$ cat src/rtl/conv3x3_relu_pipe.sv
// 3x3 convolution + bias, arithmetic shift, ReLU and saturation over a window stream.
// Kernel loads through a serial config port; four register stages give a fixed 3-cycle latency.
module conv3x3_relu_pipe #(
  parameter int unsigned IMG_W = 8,
  parameter int unsigned IMG_H = 8,
  parameter int unsigned WGT_W = 8,
  parameter int unsigned SHIFT = 0,
  parameter int unsigned OUT_W = 8
) (
  input  logic                       clk,
  input  logic                       rst_n,
  input  logic                       cfg_valid,
  input  logic [15:0]                cfg_data,
  output logic                       cfg_done,
  input  logic                       win_valid,
  input  logic [80:0]                win_flat,
  input  logic [$clog2(IMG_W)-1:0]   win_x,
  input  logic [$clog2(IMG_H)-1:0]   win_y,
  output logic                       out_valid,
  output logic [OUT_W-1:0]           out_pixel,
  output logic [$clog2(IMG_W)-1:0]   out_x,
  output logic [$clog2(IMG_H)-1:0]   out_y,
  output logic                       frame_done,
  output logic [15:0]                drop_cnt
);

  localparam int unsigned XW     = $clog2(IMG_W);
  localparam int unsigned YW     = $clog2(IMG_H);
  localparam int unsigned TAPS   = 9;
  localparam int unsigned PIX_W  = 9;
  localparam int unsigned PROD_W = 17;
  localparam int unsigned ROW_W  = 19;
  localparam int unsigned ACC_W  = 22;
  localparam int unsigned BIAS_W = 16;
  localparam logic signed [ACC_W-1:0] PIX_MAX = ACC_W'((2 ** OUT_W) - 1);

  typedef enum logic {ST_LOAD, ST_RUN} state_e;

  state_e                    state_q,   state_d;
  logic [3:0]                cfg_idx_q, cfg_idx_d;
  logic signed [WGT_W-1:0]   w_q [TAPS];
  logic signed [WGT_W-1:0]   w_d [TAPS];
  logic signed [BIAS_W-1:0]  bias_q,    bias_d;
  logic                      cfg_done_q, cfg_done_d;
  logic [15:0]               drop_q,    drop_d;

  logic                      s1_valid_q, s1_valid_d;
  logic [XW-1:0]             s1_x_q,     s1_x_d;
  logic [YW-1:0]             s1_y_q,     s1_y_d;
  logic signed [PROD_W-1:0]  s1_prod_q [TAPS];
  logic signed [PROD_W-1:0]  s1_prod_d [TAPS];
  logic signed [BIAS_W-1:0]  s1_bias_q,  s1_bias_d;

  logic                      s2_valid_q, s2_valid_d;
  logic [XW-1:0]             s2_x_q,     s2_x_d;
  logic [YW-1:0]             s2_y_q,     s2_y_d;
  logic signed [ROW_W-1:0]   s2_row_q [3];
  logic signed [ROW_W-1:0]   s2_row_d [3];
  logic signed [BIAS_W-1:0]  s2_bias_q,  s2_bias_d;

  logic                      s3_valid_q, s3_valid_d;
  logic [XW-1:0]             s3_x_q,     s3_x_d;
  logic [YW-1:0]             s3_y_q,     s3_y_d;
  logic signed [ACC_W-1:0]   s3_acc_q,   s3_acc_d;

  logic                      out_valid_q, out_valid_d;
  logic [OUT_W-1:0]          out_pixel_q, out_pixel_d;
  logic [XW-1:0]             out_x_q,     out_x_d;
  logic [YW-1:0]             out_y_q,     out_y_d;
  logic                      frame_done_q, frame_done_d;

  logic                      accept;
  logic signed [ACC_W-1:0]   shifted;

  // Config FSM: serial kernel load, any config word while running restarts the load.
  always_comb begin
    state_d    = state_q;
    cfg_idx_d  = cfg_idx_q;
    w_d        = w_q;
    bias_d     = bias_q;
    if (cfg_valid) begin
      case (state_q)
        ST_LOAD: begin
          if (cfg_idx_q == 4'd9) begin
            bias_d    = cfg_data;
            state_d   = ST_RUN;
            cfg_idx_d = 4'd0;
          end else begin
            for (int i = 0; i < TAPS; i++) begin
              if (cfg_idx_q == 4'(i)) w_d[i] = cfg_data[WGT_W-1:0];
            end
            cfg_idx_d = cfg_idx_q + 4'd1;
          end
        end
        ST_RUN: begin
          w_d[0]    = cfg_data[WGT_W-1:0];
          cfg_idx_d = 4'd1;
          state_d   = ST_LOAD;
        end
        default: state_d = ST_LOAD;
      endcase
    end
    cfg_done_d = (state_d == ST_RUN);
  end

  // Acceptance is decided by the state before any same-edge config word takes effect.
  always_comb begin
    accept = win_valid && (state_q == ST_RUN);
    drop_d = drop_q;
    if (win_valid && !accept && (drop_q != 16'hFFFF)) drop_d = drop_q + 16'd1;
  end

  // Datapath: products, row sums, accumulate, then shift/ReLU/saturate.
  always_comb begin
    s1_valid_d = accept;
    s1_x_d     = win_x;
    s1_y_d     = win_y;
    s1_bias_d  = bias_q;
    for (int i = 0; i < TAPS; i++) begin
      s1_prod_d[i] = PROD_W'($signed(win_flat[i*PIX_W +: PIX_W])) * PROD_W'(w_q[i]);
    end

    s2_valid_d = s1_valid_q;
    s2_x_d     = s1_x_q;
    s2_y_d     = s1_y_q;
    s2_bias_d  = s1_bias_q;
    for (int r = 0; r < 3; r++) begin
      s2_row_d[r] = ROW_W'(s1_prod_q[3*r]) + ROW_W'(s1_prod_q[3*r+1]) + ROW_W'(s1_prod_q[3*r+2]);
    end

    s3_valid_d = s2_valid_q;
    s3_x_d     = s2_x_q;
    s3_y_d     = s2_y_q;
    s3_acc_d   = ACC_W'(s2_row_q[0]) + ACC_W'(s2_row_q[1]) + ACC_W'(s2_row_q[2])
               + ACC_W'(s2_bias_q);

    shifted      = s3_acc_q >>> SHIFT;
    out_valid_d  = s3_valid_q;
    out_pixel_d  = out_pixel_q;
    out_x_d      = out_x_q;
    out_y_d      = out_y_q;
    frame_done_d = 1'b0;
    if (s3_valid_q) begin
      if (shifted[ACC_W-1])        out_pixel_d = '0;
      else if (shifted > PIX_MAX)  out_pixel_d = '1;
      else                         out_pixel_d = OUT_W'(shifted);
      out_x_d      = s3_x_q;
      out_y_d      = s3_y_q;
      frame_done_d = (s3_x_q == XW'(IMG_W - 3)) && (s3_y_q == YW'(IMG_H - 3));
    end
  end

  always_ff @(posedge clk) begin
    if (!rst_n) begin
      state_q      <= ST_LOAD;
      cfg_idx_q    <= '0;
      bias_q       <= '0;
      cfg_done_q   <= 1'b0;
      drop_q       <= '0;
      s1_valid_q   <= 1'b0;
      s1_x_q       <= '0;
      s1_y_q       <= '0;
      s1_bias_q    <= '0;
      s2_valid_q   <= 1'b0;
      s2_x_q       <= '0;
      s2_y_q       <= '0;
      s2_bias_q    <= '0;
      s3_valid_q   <= 1'b0;
      s3_x_q       <= '0;
      s3_y_q       <= '0;
      s3_acc_q     <= '0;
      out_valid_q  <= 1'b0;
      out_pixel_q  <= '0;
      out_x_q      <= '0;
      out_y_q      <= '0;
      frame_done_q <= 1'b0;
      for (int i = 0; i < TAPS; i++) begin
        w_q[i]       <= '0;
        s1_prod_q[i] <= '0;
      end
      for (int r = 0; r < 3; r++) s2_row_q[r] <= '0;
    end else begin
      state_q      <= state_d;
      cfg_idx_q    <= cfg_idx_d;
      bias_q       <= bias_d;
      cfg_done_q   <= cfg_done_d;
      drop_q       <= drop_d;
      s1_valid_q   <= s1_valid_d;
      s1_x_q       <= s1_x_d;
      s1_y_q       <= s1_y_d;
      s1_bias_q    <= s1_bias_d;
      s2_valid_q   <= s2_valid_d;
      s2_x_q       <= s2_x_d;
      s2_y_q       <= s2_y_d;
      s2_bias_q    <= s2_bias_d;
      s3_valid_q   <= s3_valid_d;
      s3_x_q       <= s3_x_d;
      s3_y_q       <= s3_y_d;
      s3_acc_q     <= s3_acc_d;
      out_valid_q  <= out_valid_d;
      out_pixel_q  <= out_pixel_d;
      out_x_q      <= out_x_d;
      out_y_q      <= out_y_d;
      frame_done_q <= frame_done_d;
      for (int i = 0; i < TAPS; i++) begin
        w_q[i]       <= w_d[i];
        s1_prod_q[i] <= s1_prod_d[i];
      end
      for (int r = 0; r < 3; r++) s2_row_q[r] <= s2_row_d[r];
    end
  end

  assign cfg_done   = cfg_done_q;
  assign drop_cnt   = drop_q;
  assign out_valid  = out_valid_q;
  assign out_pixel  = out_pixel_q;
  assign out_x      = out_x_q;
  assign out_y      = out_y_q;
  assign frame_done = frame_done_q;

endmodule

$ cat config.mk
export PLATFORM = sky130hd
export DESIGN_NAME = conv3x3_relu_pipe
export DESIGN_NICKNAME = d
export VERILOG_FILES = /design/src/rtl/conv3x3_relu_pipe.sv
export SDC_FILE = /design/constraint.sdc
export NUM_CORES = 2
export LEC_CHECK = 0
export BUFFER_PORTS_ARGS = -buffer_cell sky130_fd_sc_hd__buf_2
export CAP_MARGIN = 10
export CORE_UTILIZATION = 60
export DETAILED_ROUTE_END_ITERATION = 8
export MAX_ROUTING_LAYER = met4
export PLACE_DENSITY_LB_ADDON = 0.25
export SLEW_MARGIN = 15
export SYNTH_ARGS = -nofsm -noshare
export SYNTH_HDL_FRONTEND = slang
export SYNTH_SLANG_ARGS = --single-unit
$ cat constraint.sdc
create_clock -name clk -period 5.3 [get_ports clk]
set_input_delay 0.265 -clock clk [delete_from_list [all_inputs] [get_ports clk]]
set_output_delay 0.265 -clock clk [all_outputs]
set_load 0.005 [all_outputs]
== Word level (Yosys, flattened, before mapping) ==
Memory sizes are Yosys's and may differ from the RTL's.
Index checks and enable logic that the tools add are counted.

* Add/subtract/negate cells: 11
* $mul: 9
* Divide/modulo/power cells: 0
* Magnitude comparators: 1
* Equal/unequal tests: 14
* Shift-type cells: 0
* Muxes and demuxes: 31
* Bitwise logic cells: 14
* Reductions and logical operators: 17

{| class="wikitable"
|+ Operator list
! cell !! number
|-
| $mul 9x8->17 || 9
|-
| $mux 17 || 9
|-
| $mux 8 || 11
|-
| $mux 72 || 1
|-
| $add 18x17->19 || 3
|-
| $mux 19 || 3
|-
| $add 17x17->18 || 3
|-
| $reduce_and 4->1 || 8
|-
| $add 21x16->22 || 1
|-
| $gt 22x9->1 const B || 1
|-
| $add 20x19->21 || 1
|-
| $add 19x19->20 || 1
|-
| $add 16x1->16 const B || 1
|-
| $eq 4x3->1 const B || 4
|-
| $ne 16x16->1 const B || 1
|-
| $pmux 8 s2 || 1
|-
| $or 1x1->1 || 12
|-
| $eq 4x2->1 const B || 2
|-
| $eq 4x4->1 const B || 2
|-
| $pmux 4 s2 || 1
|-
| $eq 3x3->1 const B || 2
|-
| $reduce_and 3->1 || 2
|-
| $add 4x1->4 const B || 1
|-
| $eq 4x1->1 const B || 1
|-
| 9 further kinds || 16
|}

* Register bits after elaboration: 200
* Bits in latches: 0
* Bits in writable memories: 210
* Memory bits (read-only): 0
* Input bits: 107
* Output and inout port bits: 33
* Memories kept: 2

{| class="wikitable"
|+ Memories
! memory !! words !! bits a word !! read ports !! clocked after Yosys merged registers in !! write ports !! RTL line !! source
|-
| s1_prod_q || 9 || 17 || 9 || 0 || 9 || 50 || <nowiki>logic signed [PROD_W-1:0] s1_prod_q [TAPS];</nowiki>
|-
| s2_row_q || 3 || 19 || 3 || 0 || 3 || 57 || <nowiki>logic signed [ROW_W-1:0] s2_row_q [3];</nowiki>
|}

== Longest topological paths before layout ==
* Depth in word-level cells: 4
* Mapped depth: 18

== Worst setup path before layout ==
No wires, ideal clock.

* Kind: reg-to-reg
* Start: register w_q[58] (netlist bit)
* End: memory s1_prod_q[1][16] (netlist: s1_prod_q[0][33])
* Setup time: 0.128 ns
* Data arrival time: 4.094 ns
* Setup slack: 1.079 ns
* Cell stages (with the launch flop): 18
* Buffers on the path: 1
* Period minus slack after synthesis: 4.221 ns
* Cells stage by stage: dfxtp_1 > clkbuf_1 > nand2_1 > fa_1 > fa_1 > inv_1 > fa_1 > inv_1 > fa_1 > inv_1 > ha_1 > o21a_1 > a21oi_1 > o21ai_1 > a211oi_1 > a21oi_1 > xnor2_1 > nor2_1

{| class="wikitable"
|+ RTL lines
! element !! RTL line !! source
|-
| start, declared || 41 || <nowiki>logic signed [WGT_W-1:0] w_q [TAPS];</nowiki>
|-
| start signal, assigned by index || 206 || <nowiki>w_q[i] <= w_d[i];</nowiki>
|-
| end, declared || 50 ||
|}

==> results.md <==
* Status: finished, final reports clean
* Syn. warnings at 0
* Num CTS Buffers at 48
* RSZ-0062 raised after global routing: false
* Worst path bufs/invs at 3
* Crit Path Category: reg2reg
* Reg-to-reg slack, setup at 0.66 ns
* Post-route DRC at 0
* Vias/cell at 5.35
* Setup-failing EPs final at 0
* Syn nets at 5505
* Routed wire per std cell at 16.4 um
* DRT iter0 DRCs at 1535
* Row Count at 95
* Avg Inst Size Synth at around 9.3 um2
* Total congestion overflow at 0
* Total GRT Usage at ~28%
* Gpl congestion at 0.888
* Metal-1 WL at 38.9 mm
* Hold path depth at 2
* Share of the synthesized area in the top cell type at 31.3%
* Worst min path class: in2reg
* Post-layout min period at ~4.6 ns
* Number of global-route vias before repair at 30000
* Reg2reg start: w_q[15]
* WL met2 at 42.4 mm
* Fin crit share at 87.6%
* Root Buffer: clkbuf_16
* Post-Route WL at 89.1 mm
* Slew HR at 36.9%
* Clock sinks at about 400
* Lkg Pwr at 22.7 nW
* Ports at 140
* Synthesized cell area at 41100 um2
* Sequential cell area at 8210 um2
* Crit. End Element: flip-flop
* Sequential share of the synthesized area at 20.0%
* Die X at 264 um
* Worst path most repeated cell: fa_1
* TritonCTS clock tree: built
* Top routing layer used: met4
* Final TNS setup at 0 ns
* Initial antenna violation count at 1
* Async set-reset flop share out of synthesis at 0%
* Buffers on Ports at 139
* Reg2reg path depth at 16
* FF-to-FF End: s1_prod_q[0][134]
* Initial core utilization at slightly above 60%
* # Post-CTS Setup Buffers at 0
* Worst-path clk slew at 0.07 ns
* Final hold vios at 0
* Routed length on met3 at ~5.3 mm
* Area of the multi-input gates at 29500 um2
* Worst path top cell family by delay: adder cells
* Core area at 67500 um2
* Most frequent cell after synthesis: inv_1
* Worst-Skew Late Latency at 0.61 ns
* Worst setup SP type: flip-flop
* Top post-synthesis cells by count: inv_1, fa_1, and2_1
* DRT antenna net count at 0
* Synth area leader: fa_1
* Filler Cells Inserted at around 5500
* Skew final at roughly 0.029 ns
* DR pass1 iterations at 6
* Vias at 29100
* Post-synthesis cell type count at 57
* CP max stage cell: fa_1
* DIE HEIGHT at 264 um
* H-tree levels at 2
* CP required at 5.73 ns
* End point of the worst hold path: s1_prod_q[0][85]
* Top_reg_cell synth: dfxtp_1
* Layout Area Growth over Synthesis at 8.30%
* Critical Path AT at 5.08 ns
* CP cell instances: clkinv_1 > nor2_1 > fa_1 > fa_1 > fa_1 > inv_1 > fa_1 > inv_1 > ha_1 > o21a_1 > o21a_1 > a2111oi_0 > or3_1 > o21ai_1 > xnor2_1 > nor2_1
* Achievable Freq at 0.215 GHz
* First-pass GRT wire length at 151 mm
* Number of flops mapped to enable cells by yosys at 0
* Worst-case clock buffer depth at 3
* Worst Tran Pin Value at 0.946 ns
* Max-slew violation count at 0
* Crit Path Max Fanout at 9
* Proportion of layout cells with a drive suffix above 1 at 5.27%
* Critical Path Max Stage Delay at 0.49 ns
* Layout Utilization at about two thirds
* Power per cell area at approximately 190 nW/um2
* Synth Instances at between 4000 and 5000
* Max-cap violations at 0
* Total die area at just under 70000 um2
* Layout net count at 5617
* Worst Hold Launch: win_flat[45]
* Top post-synthesis cells by area: fa_1, dfxtp_1, ha_1, inv_1, and2_1
* Detailed placement HPWL at 69.6 mm
* Yosys reg bits at roughly 400
* Largest net degree at the start of global routing at ~140
* Max VDD drop at 0.000230 V
-- area by class of cell --
| type | instances | share of cell area [%] |
|---|---|---|
| flip-flops and latches | 410 | 18.4 |
| repair buffers | 159 | 2.00 |
| inverters | 810 | 6.85 |
| clock buffers | 53 | 2.85 |
| clock inverters | 37 | 1.15 |
| multi-input cells | 3087 | 66.3 |
| diodes | 2 | 0.0112 |
| well taps | 873 | 2.45 |
-- power by group --
part,total (W),internal (W),switching [W],leakage (nW)
combinational,0.00152,0.000612,0.000911,18.5
sequential,0.00335,0.00322,0.000127,3.32
clock,0.00368,0.00217,0.00151,0.876
-- cell families after synthesis --
kind of cell               share of synthesized area, %
AOI/OAI and AO/OA                                  6.41
xor gates and xnor gates                           4.03
adders and majority gates                          42.0
buffers and inverters                              8.28
DFF                                                20.0
muxes                                              2.26
and+or+nand+nor                                    17.1
-- placed cells by master (no fill, tap or decap), drive strengths merged, types with 4 or more instances in the layout --
master,netlist,final
a2111oi,10,10
a211oi,35,35
a21o,21,21
a21oi,125,125
a31oi,6,6
and2,467,467
and3,25,25
buf,1,143
bufinv,0,8
clkbuf,96,53
clkinv,9,29
dfxtp,410,410
dlygate4sd3,0,16
fa,642,642
ha,352,352
inv,801,808
mux2i,93,93
nand2,268,268
nand2b,40,40
nand3,37,37
nand4,10,10
nand4b,5,5
nor2,378,378
nor2b,33,33
nor3,73,73
nor3b,8,8
nor4,5,5
o211ai,13,13
o21a,56,56
o21ai,103,103
o21bai,18,18
o31a,9,9
o31ai,4,4
or3,33,33
xnor2,124,124
xor2,65,65
-- what timing repair did --
action                    CTS  global route
hold endpoints to repair   16             0
gates resized for setup     0             0
hold buffers               16             0
-- sequential cells by signal (all words and copies together) (netlist names), 4 cells and up --
register   cells
w_q           72
s3_acc_q      22
s1_bias_q     16
out_pixel      8
bias_q        16
s2_row_q      57
s1_prod_q    153
cfg_idx_q      4
s2_bias_q     16
drop_cnt      16
-- per-stage QoR --
step / cell area [um2] / power [W] / hold WS, ns / instances / worst slack, ns
global placement: 42600 / 0.00489 / 0.413 / 5323 / 0.831
finish: 44500 / 0.00855 / 0.0338 / 5431 / 0.656
detailed placement: 42600 / 0.00492 / 0.418 / 5323 / 0.754
floorplan: 41100 / 0.00444 / 0.392 / 4404 / 1.08
global route: 44500 / 0.00897 / 0.0225 / 5430 / 0.372
CTS: 44500 / 0.00861 / 0.00294 / 5429 / 0.672
-- how the worst max path moves through the flow --
stage / startpoint / to / slack [ns] / depth (start not counted)
floorplan: w_q[58] / s1_prod_q[0][33] / 1.08 / 17
CTS: w_q[63] / s1_prod_q[0][33] / 0.67 / 16
finish: w_q[15] / s1_prod_q[0][134] / 0.66 / 16
global route: w_q[63] / s1_prod_q[0][33] / 0.37 / 16
global placement: w_q[34] / s1_prod_q[0][83] / 0.83 / 16
detailed placement: w_q[15] / s1_prod_q[0][134] / 0.75 / 16
-- worst register-to-register path, delay by kind of cell (launching register included) --
kind	cells	cell delay [ns]
fa+ha+maj	5	2.25
compound gates	4	0.78
simple gates	3	0.52
buf+inv	3	0.40
flops	1	0.36
xor+xnor	1	0.19
-- routing by layer --
layer / up-vias / global-route usage (%)
met5: - / -
met4: 0 / 7.46
met3: 128 / 4.74
met2: 640 / 44.4
met1: 14400 / 36.4
li1: 13900 / -
Note: power is estimated with default switching activity, not from simulation.
